$ cat src/rtl/i2s_transmitter.sv
// I2S transmitter: buffers stereo 16-bit pairs in a small FIFO and serialises one pair per
// 64-bclk frame (left slot on lrclk=0, right on lrclk=1), MSB first with the one-bclk delay.
module i2s_transmitter #(
    parameter int BCLK_DIV   = 12,
    parameter int FIFO_DEPTH = 4
) (
    input  logic                          clk_in,
    input  logic                          rst_in,
    input  logic                          sample_valid_in,
    input  logic [15:0]                   left_in,
    input  logic [15:0]                   right_in,
    input  logic                          clear_flags_in,
    output logic                          i2s_bclk_out,
    output logic                          i2s_lrclk_out,
    output logic                          i2s_data_out,
    output logic                          frame_start_out,
    output logic [$clog2(FIFO_DEPTH):0]   fifo_count_out,
    output logic                          underflow_out,
    output logic                          overflow_out
);

    localparam int PTR_W = $clog2(FIFO_DEPTH);
    localparam int CNT_W = PTR_W + 1;
    localparam int DIV_W = (BCLK_DIV > 1) ? $clog2(BCLK_DIV) : 1;

    typedef struct packed {
        logic [15:0] left;
        logic [15:0] right;
    } pair_t;

    logic [DIV_W-1:0] div_cnt;
    logic [5:0]       bit_cnt;
    logic [5:0]       next_bit;
    logic             fall_tick;
    logic             boundary;
    logic             do_pop;
    logic             do_push;
    logic [15:0]      left_sr;
    logic [15:0]      right_sr;
    pair_t            mem [FIFO_DEPTH];
    pair_t            head;
    logic [PTR_W-1:0] wr_ptr;
    logic [PTR_W-1:0] rd_ptr;
    logic [CNT_W-1:0] count;

    // NOTE: every signal gets a default at the top of always_comb so no path leaves it unassigned (no latch).
    always_comb begin
        fall_tick = 1'b0;
        next_bit  = bit_cnt + 6'd1;
        boundary  = 1'b0;
        do_pop    = 1'b0;
        do_push   = 1'b0;
        head      = mem[rd_ptr];

        fall_tick = (div_cnt == DIV_W'(BCLK_DIV - 1)) && i2s_bclk_out;
        boundary  = fall_tick && (next_bit == 6'd0);
        do_pop    = boundary && (count != '0);
        // A pop in the same cycle frees a slot, so a full FIFO still accepts the push.
        do_push   = sample_valid_in && ((count != CNT_W'(FIFO_DEPTH)) || do_pop);
    end

    // NOTE: FIFO storage has no reset; the pointers and count define what is valid, and this keeps it RAM-inferable.
    always_ff @(posedge clk_in) begin
        if (do_push) begin
            mem[wr_ptr] <= '{left: left_in, right: right_in};
        end
    end

    // NOTE: all sequential state uses non-blocking assignments so every register samples pre-edge values.
    always_ff @(posedge clk_in or negedge rst_in) begin
        if (!rst_in) begin
            div_cnt      <= '0;
            i2s_bclk_out <= 1'b0;
        end else if (div_cnt == DIV_W'(BCLK_DIV - 1)) begin
            div_cnt      <= '0;
            i2s_bclk_out <= ~i2s_bclk_out;
        end else begin
            div_cnt      <= div_cnt + DIV_W'(1);
        end
    end

    always_ff @(posedge clk_in or negedge rst_in) begin
        if (!rst_in) begin
            bit_cnt         <= 6'd63;
            i2s_lrclk_out   <= 1'b0;
            i2s_data_out    <= 1'b0;
            frame_start_out <= 1'b0;
            left_sr         <= '0;
            right_sr        <= '0;
        end else begin
            frame_start_out <= boundary;
            if (fall_tick) begin
                bit_cnt       <= next_bit;
                i2s_lrclk_out <= next_bit[5];
                if (next_bit == 6'd0) begin
                    i2s_data_out <= 1'b0;
                    left_sr      <= do_pop ? head.left  : 16'd0;
                    right_sr     <= do_pop ? head.right : 16'd0;
                end else if ((next_bit[4:0] != 5'd0) && (next_bit[4:0] <= 5'd16)) begin
                    if (!next_bit[5]) begin
                        i2s_data_out <= left_sr[15];
                        left_sr      <= {left_sr[14:0], 1'b0};
                    end else begin
                        i2s_data_out <= right_sr[15];
                        right_sr     <= {right_sr[14:0], 1'b0};
                    end
                end else begin
                    i2s_data_out <= 1'b0;
                end
            end
        end
    end

    always_ff @(posedge clk_in or negedge rst_in) begin
        if (!rst_in) begin
            wr_ptr <= '0;
            rd_ptr <= '0;
            count  <= '0;
        end else begin
            if (do_push) wr_ptr <= wr_ptr + PTR_W'(1);
            if (do_pop)  rd_ptr <= rd_ptr + PTR_W'(1);
            case ({do_push, do_pop})
                2'b10:   count <= count + CNT_W'(1);
                2'b01:   count <= count - CNT_W'(1);
                default: count <= count;
            endcase
        end
    end

    // A flag-setting event outranks a clear in the same cycle.
    always_ff @(posedge clk_in or negedge rst_in) begin
        if (!rst_in) begin
            underflow_out <= 1'b0;
            overflow_out  <= 1'b0;
        end else begin
            if (boundary && (count == '0)) underflow_out <= 1'b1;
            else if (clear_flags_in)       underflow_out <= 1'b0;

            if (sample_valid_in && !do_push) overflow_out <= 1'b1;
            else if (clear_flags_in)         overflow_out <= 1'b0;
        end
    end

    assign fifo_count_out = count;

endmodule

$ cat config.mk
export PLATFORM = sky130hd
export DESIGN_NAME = i2s_transmitter
export DESIGN_NICKNAME = d
export VERILOG_FILES = /design/src/rtl/i2s_transmitter.sv
export SDC_FILE = /design/constraint.sdc
export NUM_CORES = 1
export LEC_CHECK = 0
export BUFFER_PORTS_ARGS = -buffer_cell sky130_fd_sc_hd__buf_4
export CELL_PAD_IN_SITES_DETAIL_PLACEMENT = 0
export CELL_PAD_IN_SITES_GLOBAL_PLACEMENT = 2
export CORE_MARGIN = 8
export CORE_UTILIZATION = 25
export DETAILED_ROUTE_END_ITERATION = 16
export MAX_ROUTING_LAYER = met4
export PLACE_DENSITY = 0.53
export REMOVE_ABC_BUFFERS = 1
export SLEW_MARGIN = 20
export SYNTH_ARGS = -nofsm -noshare
export SYNTH_HDL_FRONTEND = slang
export SYNTH_SLANG_ARGS = --single-unit
export TNS_END_PERCENT = 5
$ cat constraint.sdc
create_clock -name clk_in -period 3 [get_ports clk_in]
set_input_delay 0.6 -clock clk_in [delete_from_list [all_inputs] [get_ports clk_in]]
set_output_delay 0.6 -clock clk_in [all_outputs]
set_load 0.02 [all_outputs]
==> flow_summary.ini <==
[sta]
slew_viol_final = 0
finalSetupViolations = 0
worst_slew_pin_slew_ns = 0.760
min_period_over_period_pct = 93.1
max_freq_mhz = 358
skew_ns = 0.0105
fin_setup_tns_ns = 0
finalCriticalPeriod_ns = 2.79
whs_ns = 0.241
maxSlewHeadroom_pct = 49.3
rsz0062_at_grt = no
final-hold-violation-count = 0

[worst_setup_path]
rrSetupSlack_ns = 0.21
path_buf_inv = 0
critical-path-top-delay-family = simple AND/OR/NAND/NOR gates
arrival_ns = 3.09
critical_path_class = flop to flop
regToRegStartpoint = bit_cnt[1]
path_max_fanout = 7
reg2reg_depth = 9
rr_endpoint = fifo_count_out[2]
slowest_stage = dfstp_2
critical_path_required_ns = 3.30
slowest_delay_ns = 0.59
crit_chain = ha_1 > nand3_1 > xnor2_1 > or2_4 > nor4b_4 > nand2_1 > fa_1 > nor4_1 > o32ai_2
end_kind = flop
worstSetupStartpointType = flop

[synth]
synth_edf_count = 128
async_flop_share_pct = 30.1
ys.warnings.count = 0
syn_inst = 415
synth_area_per_cell_um2 = 17.9
synth_ff_type = edfxtp_1
ys_seq_area_share_pct = 70.3
synth_cell_types = 48
synth.ff_latch_count = 183
netlist_area_um2 = 7430

[cts]
clk_latency_ns = 0.43
cts_buffer_depth = 2
hold_buffers = 0
clock_sinks = 183
numCtsBuffers = 17
clkTransAtPathRegs_ns = 0.07
cts-root-buf = clkbuf_16
cts.htree.levels = 4
cts_tree = done

[placed_design]
port_buffers = 44
routabilityCongestion = 0.708
dp_hpwl_um = 8950

[routing]
drc = 0
first_pass_iters = 4
postRouteAntennaNets = 0
wl_per_cell_um = 17.0
vias = 3802
drt_wl_total_um = 14900
drt_iter0_markers = 169
via_per_inst = 4.33

[outcome]
status = completed

[final_layout]
num_antenna_cells = 0
drive_gt1_share_pct = 33.2
syn2layout_area_growth_pct = 20.0
fin_nets = 519
layout_common_cells = edfxtp_1 (128), buf_4 (57), dfrtp_1 (48), mux4_2 (32), nand2_1 (29)
final_common_cell = edfxtp_1
fin_util_pct = 30.3

[grt]
overflow = 0
grt_pass1_vias = 4247
grt_max_degree = 56
grt_pass1_wl_um = 24400
grt_usage_pct = 9.11
antenna_found_initial = 0

[floorplanning]
fp.coreArea_um2 = 29500
die-area_um2 = 35500
ioPinCount = 45
die_w_um = 188
num_rows = 63
die_y_um = 188
start_util_pct = 25.2

[pwr]
p_leak_nw = 3.14
finalPower_w = 0.00617
ir_worst_vdd_mv = 0.372
power_density_nw_per_um2 = 692

[hold_path]
hp-class = primary input to async pin

[flow_run]
drv_cap = 0
-- flip-flops by register name, summed over array words and instances (netlist names) --
| register | flops |
|---|---|
| i2s_bclk_out | 1 |
| right_sr | 16 |
| i2s_lrclk_out | 1 |
| bit_cnt | 6 |
| div_cnt | 4 |
| wr_ptr | 2 |
| frame_start_out | 1 |
| fifo_count_out | 3 |
| i2s_data_out | 1 |
| left_sr | 16 |
| rd_ptr | 2 |
| overflow_out | 1 |
| mem | 128 |
| underflow_out | 1 |
-- synth_stat cells, types with 2 or more instances --
cell	count	area (µm²)
a21oi_1	2	10.0
a22o_1	16	140
a22oi_1	15	113
and2_1	5	31.3
and3_1	4	25.0
buf_2	4	20.0
buf_6	7	78.8
clkbuf_1	9	33.8
dfrtp_1	49	1230
dfstp_2	6	158
edfxtp_1	128	3840
ha_1	7	87.6
inv_1	9	33.8
mux2_2	9	101
mux2_4	9	135
mux4_2	32	721
nand2_1	29	109
nand3_1	3	15.0
nor2_1	12	45.0
nor3_1	2	10.0
o21ai_0	9	45.0
o21ai_1	11	55.1
o32ai_1	3	26.3
xnor2_1	7	61.3
xor2_1	5	43.8
-- area by class of cell --
class                   instances  area, µm²
well taps                     390        488
fillers                      2964      20600
inverters                       9       33.8
repair buffers                 62        528
multi-input cells             202       2040
flip-flops and latches        183       5230
clock inverters                14        160
clock buffers                  18        439
-- report_power, final --
part | internal [W] | switching (W)
registers | 0.00310 | 0.000106
logic | 0.000291 | 0.000462
clock network | 0.00114 | 0.00107
-- per-stage QoR --
step,area (µm²),worst slack [ns],std cells
final,8920,0.208,878
after global routing,8920,0.00850,878
after CTS,8900,0.184,876
after detailed placement,8300,0.221,844
after global placement,8300,0.260,844
after floorplan,7290,-0.541,394
-- what timing repair did --
action                                  CTS  global route
endpoints found under the setup margin    0             1
setup buffers                             0             2
resized for setup                         0             1
-- kinds of logic after synthesis --
family,Yosys count,share of synthesized area (%)
mux,51,13.0
xor+xnor,14,2.00
flops,183,70.3
fa+ha+maj,8,1.45
buf+inv,30,2.29
compound gates,62,6.15
simple gates,67,4.75
-- how the worst max path moves through the flow --
stage	depth (start not counted)	endpoint	slack, ns	startpoint
2_1_floorplan	10	fifo_count_out[2]	-0.54	bit_cnt[0]
3_3_place_gp	10	fifo_count_out[2]	0.26	bit_cnt[0]
3_5_place_dp	10	fifo_count_out[2]	0.22	bit_cnt[0]
4_1_cts	10	fifo_count_out[2]	0.18	bit_cnt[0]
5_1_grt	10	fifo_count_out[2]	0.008	bit_cnt[1]
6_report	9	fifo_count_out[2]	0.21	bit_cnt[1]
-- metal layers --
layer,up-vias,global-route usage [%],part of all wire (%)
li1,1735,-,-
met1,2003,11.4,47
met2,57,14.6,49
met3,7,2.48,3.2
met4,0,2.16,0.85
met5,-,-,0
Note: power is estimated with default switching activity, not from simulation.
